File: src/rtl/subneg_loader.sv
// subneg_loader: streams program bytes from an upstream valid/ready source into
// the SUBNEG CPU SRAM over the shared address/data bus, then releases the CPU.
// Each byte goes through an address phase (latched by mem_latch_clk), a data
// phase and a single-cycle active-low write strobe.
// Optional read-back verify of every byte: define LOADER_VERIFY_EN.
module subneg_loader #(
  parameter logic [7:0] START_ADDR = 8'd0,
  parameter logic [7:0] END_ADDR   = 8'd254
) (
  input  logic       clk,
  input  logic       reset,
  input  logic       start,
  input  logic [7:0] in_data,
  input  logic       in_valid,
  output logic       in_ready,
  input  logic [7:0] bus_in,
  output logic [7:0] bus_out,
  output logic [7:0] bus_oe,
  output logic       mem_latch_clk,
  output logic       mem_oe,
  output logic       mem_we,
  output logic       busy,
  output logic       done,
  output logic       cpu_run,
  output logic       verify_err
);

  localparam int unsigned DW = 8;

  typedef enum logic [3:0] {
    S_IDLE,
    S_WAIT,
    S_ADDR,
    S_LATCH,
    S_DATA,
    S_WRITE,
    S_RELEASE,
    S_DONE
`ifdef LOADER_VERIFY_EN
    ,
    S_VREAD,
    S_VCMP
`endif
  } state_t;

  state_t        state;
  state_t        state_next;
  logic [DW-1:0] addr;
  logic [DW-1:0] addr_next;
  logic [DW-1:0] data;
  logic [DW-1:0] data_next;
  logic          verr_next;

  logic          in_ready_next;
  logic [DW-1:0] bus_out_next;
  logic          latch_next;
  logic          oe_next;
  logic          we_next;
  logic          busy_next;
  logic          done_next;

  // Range end: also catches START_ADDR > END_ADDR so the address never wraps.
  logic          last_addr;
  assign last_addr = (addr >= END_ADDR);

`ifndef LOADER_VERIFY_EN
  // Read path is only needed by the verify pass.
  logic unused_bus_in;
  assign unused_bus_in = ^bus_in;
`endif

  // Next state, datapath updates and the output values for the state being entered.
  always_comb begin
    state_next = state;
    addr_next  = addr;
    data_next  = data;
    verr_next  = verify_err;

    case (state)
      S_IDLE, S_DONE: begin
        if (start) begin
          state_next = S_WAIT;
          addr_next  = START_ADDR;
          verr_next  = 1'b0;
        end
      end
      S_WAIT: begin
        if (in_valid) begin
          data_next  = in_data;
          state_next = S_ADDR;
        end
      end
      S_ADDR:  state_next = S_LATCH;
      S_LATCH: state_next = S_DATA;
      S_DATA:  state_next = S_WRITE;
      S_WRITE: state_next = S_RELEASE;
`ifdef LOADER_VERIFY_EN
      S_RELEASE: state_next = S_VREAD;
      S_VREAD:   state_next = S_VCMP;
      S_VCMP: begin
        if (bus_in != data) begin
          verr_next = 1'b1;
        end
        if (last_addr) begin
          state_next = S_DONE;
        end else begin
          addr_next  = addr + DW'(1);
          state_next = S_WAIT;
        end
      end
`else
      S_RELEASE: begin
        if (last_addr) begin
          state_next = S_DONE;
        end else begin
          addr_next  = addr + DW'(1);
          state_next = S_WAIT;
        end
      end
`endif
      default: state_next = S_IDLE;
    endcase

    in_ready_next = (state_next == S_WAIT);
    busy_next     = (state_next != S_IDLE) && (state_next != S_DONE);
    done_next     = (state_next == S_DONE);
    we_next       = (state_next != S_WRITE);
`ifdef LOADER_VERIFY_EN
    oe_next       = (state_next != S_VREAD) && (state_next != S_VCMP);
`else
    oe_next       = 1'b1;
`endif

    // Latch clock stays high from the address latch until the byte is finished,
    // so it never moves while the write strobe is low.
    case (state_next)
      S_LATCH, S_DATA, S_WRITE, S_RELEASE: latch_next = 1'b1;
`ifdef LOADER_VERIFY_EN
      S_VREAD, S_VCMP:                     latch_next = 1'b1;
`endif
      default:                             latch_next = 1'b0;
    endcase

    bus_out_next = bus_out;
    case (state_next)
      S_ADDR, S_LATCH:             bus_out_next = addr_next;
      S_DATA, S_WRITE, S_RELEASE:  bus_out_next = data_next;
`ifdef LOADER_VERIFY_EN
      S_VREAD, S_VCMP:             bus_out_next = data_next;
`endif
      default:                     bus_out_next = bus_out;
    endcase
  end

  // State, datapath and registered outputs; reset forces a safe bus immediately.
  always_ff @(posedge clk or posedge reset) begin
    if (reset) begin
      state         <= S_IDLE;
      addr          <= START_ADDR;
      data          <= '0;
      in_ready      <= 1'b0;
      bus_out       <= '0;
      bus_oe        <= '1;
      mem_latch_clk <= 1'b0;
      mem_oe        <= 1'b1;
      mem_we        <= 1'b1;
      busy          <= 1'b0;
      done          <= 1'b0;
      cpu_run       <= 1'b0;
      verify_err    <= 1'b0;
    end else begin
      state         <= state_next;
      addr          <= addr_next;
      data          <= data_next;
      in_ready      <= in_ready_next;
      bus_out       <= bus_out_next;
      bus_oe        <= {DW{oe_next}};
      mem_latch_clk <= latch_next;
      mem_oe        <= oe_next;
      mem_we        <= we_next;
      busy          <= busy_next;
      done          <= done_next;
      cpu_run       <= done_next;
      verify_err    <= verr_next;
    end
  end

endmodule

File: config.mk
export PLATFORM = sky130hd
export DESIGN_NAME = subneg_loader
export DESIGN_NICKNAME = d
export VERILOG_FILES = /design/src/rtl/subneg_loader.sv
export SDC_FILE = /design/constraint.sdc
export NUM_CORES = 1
export LEC_CHECK = 0
export ABC_AREA = 0
export CORE_ASPECT_RATIO = 1.1
export CORE_MARGIN = 1
export CORE_UTILIZATION = 53
export DETAILED_ROUTE_END_ITERATION = 7
export PLACE_DENSITY = 0.85
export SLEW_MARGIN = 20
export SYNTH_ARGS = -nofsm -noshare
export SYNTH_HDL_FRONTEND = slang
export SYNTH_SLANG_ARGS = --single-unit
File: constraint.sdc
create_clock -name clk -period 3.2 [get_ports clk]
set_input_delay 0.64 -clock clk [delete_from_list [all_inputs] [get_ports clk]]
set_output_delay 0.64 -clock clk [all_outputs]
set_load 0.1 [all_outputs]
==> results of run 1 <==
per-layer routing:
metal,up-vias,share of wire (%),track usage [%],routed length (um)
li1,609,-,-,-
met1,617,44,27.8,1520
met2,42,51,34.6,1760
met3,5,4.0,5.18,138
met4,0,1.1,6.71,38
met5,-,0,0,0
where the power goes:
part	total [uW]	internal, uW	leakage, uW	switching, uW
registers	526	487	0.000431	38.5
logic	476	117	0.000432	359
clock network	326	187	0.0000455	140
per-stage QoR:
stage,cells,setup slack [ns],hold slack (ns),total power (uW),utilization [%]
final,222,0.630,0.499,1330,65.1
after global routing,222,0.474,0.519,1380,65.1
after CTS,222,0.637,0.501,1330,65.1
after detailed placement,214,0.361,0.479,1010,62.4
after global placement,214,0.436,0.466,996,62.4
after floorplan,171,1.18,0.471,931,-
layout make-up:
type | count | area, um^2
clock buffers | 7 | 55.1
fillers | 262 | 1090
clock inverters | 1 | 30.0
flip-flops and latches | 33 | 827
inverters | 5 | 18.8
repair buffers | 26 | 223
well taps | 34 | 42.5
multi-input cells | 116 | 841
cells in the mapped netlist, types with 2 or more instances:
master,count,area (um^2)
nand2_1,16,60.1
a31oi_1,3,18.8
o22ai_1,2,12.5
conb_1,2,7.51
nand3_1,3,15.0
o21ai_0,5,25.0
a21oi_1,4,20.0
o21ai_2,3,26.3
nor4b_1,2,17.5
dfrtp_1,32,801
and2_1,2,12.5
mux2i_1,9,90.1
and2b_1,2,15.0
ha_1,2,25.0
o21ai_1,5,25.0
nor3_1,5,25.0
mux2_2,8,90.1
buf_6,3,33.8
buf_4,12,90.1
o31ai_1,3,22.5
inv_1,5,18.8
buf_2,2,10.0
nor2_1,7,26.3
worst max path at each step:
stage	from	end	slack, ns	cells past startpoint
after global routing	addr[1]$_DFF_PP0_	bus_out[6]$_DFFE_PP0P_	0.47	7
after detailed placement	start	bus_out[6]$_DFFE_PP0P_	0.36	7
after CTS	state[3]$_DFF_PP0_	bus_out[6]$_DFFE_PP0P_	0.64	6
final	state[3]$_DFF_PP0_	bus_out[6]$_DFFE_PP0P_	0.63	6
after floorplan	addr[0]$_DFF_PP0_	bus_out[1]$_DFFE_PP0P_	1.18	9
after global placement	start	bus_out[0]$_DFFE_PP0P_	0.44	7
flip-flops by register name, summed over array words and instances, names as in the netlist:
name and count:
addr 8, bus_out 8, data 8, state 4, busy 1, cpu_run 1, in_ready 1, mem_latch_clk 1
mem_we 1
kinds of logic (layout without fill, tap and decap cells):
| group | after synthesis | count (layout) | synth area share [%] |
|---|---|---|---|
| AND/OR/NAND/NOR | 49 | 49 | 16.6 |
| AO/OA/AOI/OAI | 35 | 35 | 14.9 |
| flip-flops | 33 | 33 | 46.3 |
| buffers and inverters | 22 | 39 | 8.54 |
| multiplexers | 18 | 18 | 11.3 |
| adder cells (fa/ha/maj) | 2 | 2 | 1.40 |
| other | 2 | 11 | 0.420 |
| XOR/XNOR | 1 | 1 | 0.490 |
worst max-delay path, cell delays in order, from the launching register on:
cell and delay, ns:
dfrtp_1 0.58, nand4bb_4 0.39, nor3_4 0.35, o21bai_4 0.25, and2_1 0.48, mux2i_1 0.29, o21ai_1 0.09
==> summary.txt, run 1 <==
run status: finished, violations left
failing checks: design-rule violations
Final Wtd Congestion: 0.846
Worst Setup End Kind: flop
fmax: 0.389 GHz
Antenna Cells: 0
Root Buffer: clkbuf_4
CTS tree: done
min Tclk post-route: 2.57 ns
Slew Viols, Final: 0
clock buffer count from CTS: 5
Starting Density: 57.1%
Placed Area: 1950 um^2
NumNets Final: 209
Slew HR: 53.4%
clk_skew: 0.00592 ns
final WL: 3.46 mm
Worst-Margin Slew: 0.695 ns
Routed WL per cell: 15.6 um
largest net degree at the start of global routing: 34
Leak: 0.000908 uW
post-cts sizing count: 0
Worst-path clk slew: 0.10 ns
first-pass GRT wire length: 5.78 mm
synthesized flop and latch total: 33
worst hold endpoint: bus_out[0]$_DFFE_PP0P_
R2R Path End: bus_out[6]$_DFFE_PP0P_
I/O Buffers: 25
asr flop ratio synth: 100%
initial antenna violation count: 0
PD cells: 652 nW/um^2
worst vdd ir: 0.000428 V
Post-Layout Inst Area: 2040 um^2
Total GRT Usage: 21.3%
CTS sink count: 33
vias in the first global route: 1,224
RSZ-0062 raised after global routing: no
Startpoint Class: flop
# IOs: 44
hold path depth: 2
synthesized area: 1790 um^2
most frequent cells in the layout: dfrtp_1, nand2_1, buf_4
number of flops mapped to enable cells by yosys: 0
CP arrival: 2.77 ns
hold_buf cts: 0
r2r setup slk: 0.63 ns
Final Cycle Share: 80.3%
Syn-to-layout area delta: 14.0%
Final setup viols: 0
Skew-Pair Late Insertion Delay: 0.33 ns
Synth Flop Type: dfrtp_1
chip height: 62.9 um
HPWL after DPL: 2.58 mm
Ys Warns: 0
WP data required: 3.40 ns
DR vias/cell: 5.73
Reg2Reg Depth: 6
beginning of the worst hold path: bus_out[0]$_DFFE_PP0P_
core box area: 3130 um^2
antenna viol nets, final: 0
CP Max Fanout: 15
Longest Clk Path Bufs: 2
DRC Markers: 1
Final Hold Fails: 0
Rows: 21
Mapped Cells: 162
share of post-route cells with drive strength above 1: 22.3%
die area: 3610 um^2
Iteration-0 DRC Markers: 50
Synth cell types: 48
Die W: 57.4 um
Setup CP Type: reg2reg
MaxCap Viol Count: 0
# Post-CTS Setup Buffers: 0
HP Class: reg2reg
sequential share of the synthesized area: 46.3%
TritonRoute pass-1 iters: 6
Fin Setup TNS: 0 ns
Avg Inst Size Synth: 11.0 um^2
Via Count: 1,273
H-tree depth: 2
GR Overflow Total: 0
Critical R2R Launch: state[3]$_DFF_PP0_
commonest non-fill, non-tap cell in the layout: dfrtp_1
Power figures use the tool's default switching activity.
==> run 2, diff against run 1 <==
--- a/config.mk
+++ b/config.mk
@@ -8,9 +8,9 @@
 export ABC_AREA = 0
 export CORE_ASPECT_RATIO = 1.1
 export CORE_MARGIN = 1
-export CORE_UTILIZATION = 53
+export CORE_UTILIZATION = 49
 export DETAILED_ROUTE_END_ITERATION = 7
-export PLACE_DENSITY = 0.85
+export PLACE_DENSITY = 0.79
 export SLEW_MARGIN = 20
 export SYNTH_ARGS = -nofsm -noshare
 export SYNTH_HDL_FRONTEND = slang
==> constraint.sdc (replaced) <==
create_clock -name clk -period 2.5 [get_ports clk]
set_input_delay 0.5 -clock clk [delete_from_list [all_inputs] [get_ports clk]]
set_output_delay 0.5 -clock clk [all_outputs]
set_load 0.1 [all_outputs]
==> run 2 against run 1 <==
Against the previous run: the run now ends clean; clock skew up 0.0013 ns; via count up 2.3%; sequential power up 26%; combinational power up 34%; register-to-register slack worse by 0.43 ns; largest cell class unchanged.
==> summary.txt, run 2 (synthesized netlist as in run 1, its figures left out) <==
hold_buf cts: 0 (unchanged)
Fin Setup TNS: 0 ns (unchanged)
RSZ-0062 raised after global routing: no
WP data required: 2.73 ns (-0.67 ns)
die area: 3890 um^2 (+7.9%)
share of post-route cells with drive strength above 1: 25.3% (+2.9 points)
Worst Setup End Kind: flop
PD cells: 782 nW/um^2 (+20%)
chip height: 65.3 um (+3.9%)
TritonRoute pass-1 iters: 4 (-2)
most frequent cells in the layout: dfrtp_1, buf_4, nand2_1
Routed WL per cell: 14.4 um (-7.3%)
first-pass GRT wire length: 5.57 mm (-3.6%)
CP Max Fanout: 8 (-7)
Cells after DPL: 233 (+8.9%)
CTS sink count: 33 (unchanged)
Regs by FF count: addr x8, bus_out x8, data x8
I/O Buffers: 25 (unchanged)
Worst-Margin Slew: 0.722 ns (+0.0269 ns)
Slew Viols, Final: 0 (unchanged)
worst vdd ir: 0.000516 V (+21%)
Skew-Pair Late Insertion Delay: 0.34 ns (about the same)
DR vias/cell: 5.38 (-6.2%)
final core utilization: 61.8% (-3.3 points)
Leak: 0.000941 uW (+3.6%)
fmax: 0.435 GHz (+12%)
# IOs: 44 (unchanged)
CP arrival: 2.53 ns (-0.24 ns)
Antenna Cells: 0 (unchanged)
Die W: 59.6 um (+3.9%)
largest net degree at the start of global routing: 34 (unchanged)
antenna viol nets, final: 0 (unchanged)
final WL: 3.50 mm (+1.1%)
Longest Clk Path Bufs: 2 (unchanged)
post-cts sizing count: 0 (unchanged)
Slew HR: 51.6% (-1.8 points)
Root Buffer: clkbuf_4
commonest non-fill, non-tap cell in the layout: dfrtp_1
H-tree depth: 2 (unchanged)
Iteration-0 DRC Markers: 42 (-16%)
GR Overflow Total: 0 (unchanged)
Hold Worst Slack: 0.498 ns (-0.000718 ns)
vias in the first global route: 1,223 (-0.082%)
CTS tree: done
Rows: 22 (+4.8%)
Final Wtd Congestion: 0.937 (+11%)
Final Cycle Share: 91.9% (+12 points)
Total GRT Usage: 20.0% (-1.3 points)
HPWL after DPL: 2.58 mm (about the same)
NumNets Final: 215 (+2.9%)
Via Count: 1,302 (+2.3%)
Syn-to-layout area delta: 18.1%
Starting Density: 52.3% (-4.8 points)
core box area: 3410 um^2 (+9.2%)
clk_skew: 0.00720 ns (+0.00128 ns)
Final setup viols: 0 (unchanged)
min Tclk post-route: 2.30 ns (-0.272 ns)
Worst-path clk slew: 0.10 ns (about the same)
initial antenna violation count: 0 (unchanged)
Filler cells: 308 (+18%)
Startpoint Class: flop
run status: complete, no violations
Setup CP Type: reg2reg
MaxCap Viol Count: 0 (unchanged)
Final Hold Fails: 0 (unchanged)
DRC Markers: 0 (-1)
clock buffer count from CTS: 5 (unchanged)
HP Class: reg2reg
Finished Layout Cells: 242 (+9.0%)
## run 2: changes by cell type in the layout (fill, tap and decap cells not counted)
cell	change
buf_4	+4
buf_12	+2
bufinv_16	-1
clkbuf_1	-1
clkbuf_8	+1
clkinv_2	+1
## run 2: power breakdown
| group | switching (uW) | internal, uW |
|---|---|---|
| Combinational | 472 | 165 |
| Clock | 185 | 163 |
| Sequential | 40.6 | 624 |
## run 2: final cells by class
type / instances / area [um^2] / area share, %
multi-input cells: 116 / 841 / 39.9
flip-flops and latches: 33 / 827 / 39.2
repair buffers: 32 / 293 / 13.9
clock buffers: 7 / 65.1 / 3.08
well taps: 48 / 60.1 / 2.85
inverters: 5 / 18.8 / 0.890
clock inverters: 1 / 5.00 / 0.237
## run 2: path summary, 6_finish.rpt
path / start / to / slack (ns) / cells past startpoint
worst max-delay path: addr[0]$_DFF_PP0_ / bus_out[1]$_DFFE_PP0P_ / 0.20 / 9
worst min-delay path: bus_out[7]$_DFFE_PP0P_ / bus_out[7]$_DFFE_PP0P_ / 0.50 / 2
worst max register to register: addr[0]$_DFF_PP0_ / bus_out[1]$_DFFE_PP0P_ / 0.20 / 9
worst min register to register: bus_out[7]$_DFFE_PP0P_ / bus_out[7]$_DFFE_PP0P_ / 0.50 / 2
max in group asynchronous: reset / mem_we$_DFF_PP1_ / 1.63 / 3
min in group asynchronous: reset / mem_latch_clk$_DFF_PP0_ / 0.54 / 3
## run 2: through the flow
step	power, uW	worst slack [ns]	instance area, um^2
after detailed placement	1300	0.0252	2020
after global routing	1720	0.0475	2110
after CTS	1650	0.169	2090
after floorplan	1190	0.480	1820
final	1650	0.202	2110
after global placement	1290	0.0958	2020
## run 2: timing repair
action	4_1_cts	5_1_grt
buffers inserted	0	1
endpoints found under the setup margin	0	1
endpoints found under the hold margin	0	0
## run 2: worst max-delay path, stage by stage, from the launching register on
cell and delay [ns]:
dfrtp_1 0.46, inv_1 0.08, ha_1 0.18, o2111ai_2 0.19
nor3_4 0.33, o21bai_4 0.24, and2_1 0.22, buf_12 0.14
mux2i_1 0.25, o21ai_1 0.09
## run 2: routing by layer
layer  vias to the layer above  GRT usage, %  wire length, um
met5                         -             0                0
met4                         0          13.7              106
met3                        10          3.54              105
met2                        31          30.3             1730
met1                       644          25.7             1550
li1                        617             -                -
